## src/rtl/peak_meter.sv

```systemverilog
// -----------------------------------------------------------------------------
// peak_meter
//
// Per-channel peak-hold-with-decay and clip metering for the decoded ADAT
// audio bus. A frame is captured on data_valid and its channels are then
// updated one per clock through a single shared magnitude/compare datapath.
//
// Ports:
//   clk            oversampling clock
//   rst            synchronous active-high reset
//   data_valid     one-cycle strobe, audio_bus holds a new frame
//   audio_bus      NUM_CHANNELS signed samples, channel c at [c*SAMPLE_WIDTH +: SAMPLE_WIDTH]
//   sel            channel shown on peak_out / led
//   busy           high while a captured frame is being processed
//   frame_done     one-cycle pulse after the last channel of a frame updated
//   peak_out       peak level of channel sel (registered)
//   led            8-step thermometer bargraph of channel sel, 6 dB per step
//   clip           per-channel clip flags
//   overrun_count  saturating count of frames dropped while busy
// -----------------------------------------------------------------------------
module peak_meter #(
   parameter int NUM_CHANNELS = 8,
   parameter int SAMPLE_WIDTH = 24,
   parameter int HOLD_SAMPLES = 4800,
   parameter int DECAY_STEP   = 256,
   parameter int CLIP_LEVEL   = 8388600,
   parameter int CLIP_HOLD    = 24000
) (
   input  logic                                   clk,
   input  logic                                   rst,
   input  logic                                   data_valid,
   input  logic [NUM_CHANNELS*SAMPLE_WIDTH-1:0]   audio_bus,
   input  logic [$clog2(NUM_CHANNELS)-1:0]        sel,
   output logic                                   busy,
   output logic                                   frame_done,
   output logic [SAMPLE_WIDTH-2:0]                peak_out,
   output logic [7:0]                             led,
   output logic [NUM_CHANNELS-1:0]                clip,
   output logic [7:0]                             overrun_count
);

   localparam int MAG_W  = SAMPLE_WIDTH - 1;
   localparam int IDX_W  = $clog2(NUM_CHANNELS);
   localparam int HOLD_W = $clog2(HOLD_SAMPLES + 1);
   localparam int CLIP_W = $clog2(CLIP_HOLD + 1);

   localparam logic [MAG_W-1:0]  DECAY_V      = MAG_W'(DECAY_STEP);
   localparam logic [MAG_W-1:0]  CLIP_LEVEL_V = MAG_W'(CLIP_LEVEL);
   localparam logic [HOLD_W-1:0] HOLD_V       = HOLD_W'(HOLD_SAMPLES);
   localparam logic [CLIP_W-1:0] CLIP_HOLD_V  = CLIP_W'(CLIP_HOLD);
   localparam logic [IDX_W-1:0]  LAST_IDX     = IDX_W'(NUM_CHANNELS - 1);
   localparam logic [IDX_W:0]    NUM_CH_V     = (IDX_W + 1)'(NUM_CHANNELS);

   localparam logic [0:0] ST_IDLE    = 1'b0;
   localparam logic [0:0] ST_PROCESS = 1'b1;

   logic [0:0]              state_reg;
   logic [IDX_W-1:0]        idx_reg;
   logic [SAMPLE_WIDTH-1:0] frame_reg    [NUM_CHANNELS];
   logic [MAG_W-1:0]        peak_reg     [NUM_CHANNELS];
   logic [HOLD_W-1:0]       hold_reg     [NUM_CHANNELS];
   logic [CLIP_W-1:0]       clip_cnt_reg [NUM_CHANNELS];
   logic [NUM_CHANNELS-1:0] clip_reg;
   logic                    frame_done_reg;
   logic [7:0]              overrun_reg;
   logic [MAG_W-1:0]        peak_out_reg;
   logic [7:0]              led_reg;

   // ---------------------------------------------------------------- datapath
   logic [SAMPLE_WIDTH-1:0] cur_sample;
   logic [SAMPLE_WIDTH-1:0] neg_sample;
   logic [MAG_W-1:0]        mag;
   logic [MAG_W-1:0]        cur_peak;
   logic [MAG_W-1:0]        decayed;
   logic [HOLD_W-1:0]       cur_hold;
   logic [CLIP_W-1:0]       cur_clip_cnt;
   logic [MAG_W-1:0]        peak_next;
   logic [HOLD_W-1:0]       hold_next;
   logic [CLIP_W-1:0]       clip_cnt_next;

   assign cur_sample   = frame_reg[idx_reg];
   assign neg_sample   = '0 - cur_sample;
   assign cur_peak     = peak_reg[idx_reg];
   assign cur_hold     = hold_reg[idx_reg];
   assign cur_clip_cnt = clip_cnt_reg[idx_reg];

   always_comb begin
      // The most negative code has no positive twin; clamp it to full scale.
      mag = cur_sample[MAG_W-1:0];
      if (cur_sample == {1'b1, {MAG_W{1'b0}}}) begin
         mag = '1;
      end else if (cur_sample[SAMPLE_WIDTH-1]) begin
         mag = neg_sample[MAG_W-1:0];
      end
   end

   // Decay floors at zero rather than wrapping.
   assign decayed = (cur_peak >= DECAY_V) ? (cur_peak - DECAY_V) : '0;

   always_comb begin
      peak_next = cur_peak;
      hold_next = cur_hold;
      if (mag >= cur_peak) begin
         peak_next = mag;
         hold_next = HOLD_V;
      end else if (cur_hold != '0) begin
         hold_next = cur_hold - HOLD_W'(1);
      end else begin
         peak_next = (mag > decayed) ? mag : decayed;
      end
   end

   always_comb begin
      clip_cnt_next = cur_clip_cnt;
      if (mag >= CLIP_LEVEL_V) begin
         clip_cnt_next = CLIP_HOLD_V;
      end else if (cur_clip_cnt != '0) begin
         clip_cnt_next = cur_clip_cnt - CLIP_W'(1);
      end
   end

   // ----------------------------------------------------------------- readout
   logic [MAG_W-1:0] sel_peak;
   logic [7:0]       led_next;

   always_comb begin
      sel_peak = '0;
      if ({1'b0, sel} < NUM_CH_V) begin
         sel_peak = peak_reg[sel];
      end
   end

   // Bar k lights when any bit at or above weight 2^(MAG_W-8+k) is set,
   // giving one LED per 6 dB across the top eight octaves.
   genvar gi;
   generate
      for (gi = 0; gi < 8; gi++) begin : g_led
         assign led_next[gi] = |sel_peak[MAG_W-1:MAG_W-8+gi];
      end
   endgenerate

   // --------------------------------------------------------------- registers
   always_ff @(posedge clk) begin
      if (rst) begin
         state_reg      <= ST_IDLE;
         idx_reg        <= '0;
         frame_done_reg <= 1'b0;
         overrun_reg    <= '0;
         peak_out_reg   <= '0;
         led_reg        <= '0;
         clip_reg       <= '0;
         for (int c = 0; c < NUM_CHANNELS; c++) begin
            frame_reg[c]    <= '0;
            peak_reg[c]     <= '0;
            hold_reg[c]     <= '0;
            clip_cnt_reg[c] <= '0;
         end
      end else begin
         frame_done_reg <= 1'b0;
         peak_out_reg   <= sel_peak;
         led_reg        <= led_next;

         case (state_reg)
            ST_IDLE: begin
               if (data_valid) begin
                  for (int c = 0; c < NUM_CHANNELS; c++) begin
                     frame_reg[c] <= audio_bus[c*SAMPLE_WIDTH +: SAMPLE_WIDTH];
                  end
                  idx_reg   <= '0;
                  state_reg <= ST_PROCESS;
               end
            end
            default: begin
               peak_reg[idx_reg]     <= peak_next;
               hold_reg[idx_reg]     <= hold_next;
               clip_cnt_reg[idx_reg] <= clip_cnt_next;
               clip_reg[idx_reg]     <= (clip_cnt_next != '0);

               // A frame arriving while busy is dropped, not queued.
               if (data_valid && (overrun_reg != 8'hFF)) begin
                  overrun_reg <= overrun_reg + 8'd1;
               end

               if (idx_reg == LAST_IDX) begin
                  state_reg      <= ST_IDLE;
                  frame_done_reg <= 1'b1;
               end else begin
                  idx_reg <= idx_reg + IDX_W'(1);
               end
            end
         endcase
      end
   end

   assign busy          = (state_reg == ST_PROCESS);
   assign frame_done    = frame_done_reg;
   assign peak_out      = peak_out_reg;
   assign led           = led_reg;
   assign clip          = clip_reg;
   assign overrun_count = overrun_reg;

endmodule

```

## config.mk

```make
export PLATFORM = sky130hd
export DESIGN_NAME = peak_meter
export DESIGN_NICKNAME = d
export VERILOG_FILES = /design/src/rtl/peak_meter.sv
export SDC_FILE = /design/constraint.sdc
export NUM_CORES = 1
export LEC_CHECK = 0
export ABC_AREA = 1
export CAP_MARGIN = 20
export CORE_ASPECT_RATIO = 1.2
export CORE_UTILIZATION = 54
export DETAILED_ROUTE_END_ITERATION = 7
export PLACE_DENSITY_LB_ADDON = 0.05
export SLEW_MARGIN = 40
export SYNTH_ARGS = -nofsm -noshare
export SYNTH_HDL_FRONTEND = slang
export SYNTH_SLANG_ARGS = --single-unit
```

## constraint.sdc

```tcl
create_clock -name clk -period 6.5 [get_ports clk]
set_input_delay 1.3 -clock clk [delete_from_list [all_inputs] [get_ports clk]]
set_output_delay 1.3 -clock clk [all_outputs]
set_load 0.01 [all_outputs]
```

==> metrics.cfg <==
[run_status]
status=complete, no violations

[yosys]
synth.net_count=4323
syn_inst=4071
yosysWarnings=0
syn_avg_cell_area_um2=8.49
synth_top_area_share_pct=52.1
synth_seq_area_share_pct=55.3
async_reset_ff_share_pct=0
synth_area_mm2=0.0346
ys_types=51
synth_top_area_cell=edfxtp_1
synth_edf_count=600
synth_area_leaders=edfxtp_1, nor2_1, nand2_1
synth_seq_cells=654
synth_top_flop_cell=edfxtp_1

[finish]
area_delta_synth_final_pct=15.7
largest_register_ffs=192
nNetsFinal=4482
multi_input_area_mm2=0.0124
fin_cells=5111
drive_gt1_share_pct=6.44
regArea_mm2=0.0191
fillCellCount=5487

[place]
io_buffers=246
gp_congestion=0.952
hpwl_um=62500
dp.cells=4984

[clock_network]
tritoncts=done
cts-root-buf=clkbuf_16
cts_sinks=654
post_cts_resized=0
cts_setup_buffers=0
clk_path_buf_depth=3
path_clk_slew_ns=0.07
clkLatencyLatePin_ns=0.63
htree_levels=3
cts_buffers=67
postCtsHoldBufs=0

[sta]
final.min_clock_period_ns=6.07
slew_headroom_pct=41.2
setup-tns-final_ns=0
rsz0062_at_grt=no
clock.fmax_mhz=165
skew_ns=0.0329
fin_crit_sh_pct=93.4
final_hold_viol_count=0
maxSlewViolCount=0
setup_viol=0
worst_pin_slew_ns=0.872
holdWs_ns=0.469

[run]
maxCapViolCount=0

[detailed_routing]
firstDrtPassIters=5
vias=28484
vias_per_cell=5.57
routed_wl_um=99500
drc=0
drtAntennaViolNets=0
drtIter0Drc=2544
wl_per_cell_um=19.5

[die]
ioPinCount=247
die_area_mm2=0.0650
start_util_pct=54.6
chipHeight_um=279
core_region_area_mm2=0.0633
die_w_um=233
rows=101

[power]
ir_drop_uv=167
p_per_area_mw_per_mm2=291
leakagePower_nw=16.9

[global_routing]
grt_max_degree=115
grt_remaining_overflow=0
antenna_found_initial=5
grt_pass1_vias=27186
grt_pass1_wl_um=153000
grt_usage_pct=30.8

[setup_path]
r2r_setup_slack_ns=0.43
startpoint_type=flip-flop
worstSetupPathType=reg2reg
cp.arrival_ns=6.42
end_kind=flip-flop
critPathMaxFanout=114
required_ns=6.84

[hold_path]
min_from=clip[2]
hp-class=reg2reg

==> through the flow <==
step                      area [um^2]  utilization [%]  setup WS [ns]  total power [mW]
final                           40000             63.2          0.426              11.7
after global routing            40000             63.2         0.0761              12.2
after CTS                       40000             63.1          0.515              11.7
after detailed placement        37700             59.6          0.567              7.76
after global placement          37700             59.5          0.725              7.75
after floorplan                 34600                -           1.69              6.85
==> per-layer routing <==
metal  track usage, %  part of all wire (%)  vias up  routed length (um)
met5                0                 0.011        -                  11
met4             11.4                   3.0        2                3020
met3             4.05                   7.6      201                7570
met2             53.2                    50     1221               50000
met1             39.3                    39    13398               39000
li1                 -                     -    13662                   -
==> area by class of cell <==
type | instances | share of cell area [%]
antenna | 2 | 0.0125
clock buffer | 93 | 4.77
clock inverter | 31 | 0.832
inverter | 536 | 5.04
multi-input combinational | 2642 | 31.0
sequential | 654 | 47.8
tap | 824 | 2.58
timing repair buffer | 329 | 8.02
==> critical path, stage by stage, from the launching register on <==
cell	delay (ns)
dfxtp_4	0.40
buf_12	0.37
buf_4	0.42
a21oi_1	0.11
o21ai_0	0.09
o21ai_0	0.13
nand2_1	0.08
o21ai_0	0.29
inv_1	0.25
nand4_1	0.13
nor3_1	0.29
nand2_1	0.09
nand2_1	0.13
buf_4	0.21
nand2_1	0.11
ha_1	0.34
inv_1	0.06
nor2_1	0.15
or3b_2	0.47
a31oi_1	0.15
o21ai_0	0.09
nand3_1	0.07
nand2_1	0.13
nand2_1	0.48
o22ai_1	0.20
a22oi_2	0.40
nor2_1	0.08
==> path summary, 6_finish.rpt <==
check                    to  cells after the start
max reg2reg  peak_reg[1][9]                     26
max          peak_reg[1][9]                     26
min reg2reg         clip[2]                      2
min                 clip[2]                      2
==> cell usage after synthesis (3+ instances only) <==
library cell / n
a21oi_1: 135
a22oi_2: 12
a22oi_4: 6
a31oi_1: 21
and2_1: 8
buf_1: 14
buf_2: 63
buf_4: 23
buf_6: 13
clkbuf_1: 125
dfxtp_1: 54
edfxtp_1: 600
ha_1: 54
inv_1: 523
inv_2: 11
nand2_1: 596
nand2_2: 8
nand3_1: 175
nand3_2: 5
nand3b_1: 3
nand4_1: 17
nor2_1: 968
nor2_2: 7
nor3_1: 16
nor3_2: 3
o211ai_1: 8
o21ai_0: 443
o21ai_1: 42
o21ai_2: 6
o221ai_1: 3
o22ai_1: 67
xnor2_1: 4
xor2_1: 14
==> cells in the final DEF (no fill, tap or decap), types with 12 or more instances in the layout <==
| cell | count |
|---|---|
| nand3_1 | 174 |
| clkbuf_16 | 71 |
| clkbuf_1 | 16 |
| ha_1 | 54 |
| buf_4 | 69 |
| a21oi_1 | 135 |
| nand2_1 | 579 |
| nor3_1 | 15 |
| clkdlybuf4s50_1 | 243 |
| nand4_1 | 17 |
| nand2_2 | 22 |
| o21ai_1 | 43 |
| o21ai_0 | 442 |
| a22oi_2 | 12 |
| o22ai_1 | 67 |
| nor2_1 | 968 |
| dfxtp_1 | 51 |
| inv_1 | 522 |
| xor2_1 | 14 |
| edfxtp_1 | 600 |
| a31oi_1 | 19 |
==> cell families after synthesis <==
group	share of synthesized area, %
adder cells (fa/ha/maj)	1.95
XOR/XNOR	0.456
flip-flops	55.3
AND/OR/NAND/NOR	21.1
AO/OA/AOI/OAI	12.0
multiplexers	0.0290
buffers and inverters	9.21
==> power breakdown <==
part | leakage (nW) | internal, mW | switching (mW) | total (mW)
clock | 1.10 | 2.31 | 1.64 | 3.95
sequential | 6.73 | 4.84 | 0.0757 | 4.92
combinational | 9.09 | 0.872 | 1.92 | 2.80
(Power assumes the default switching activity.)
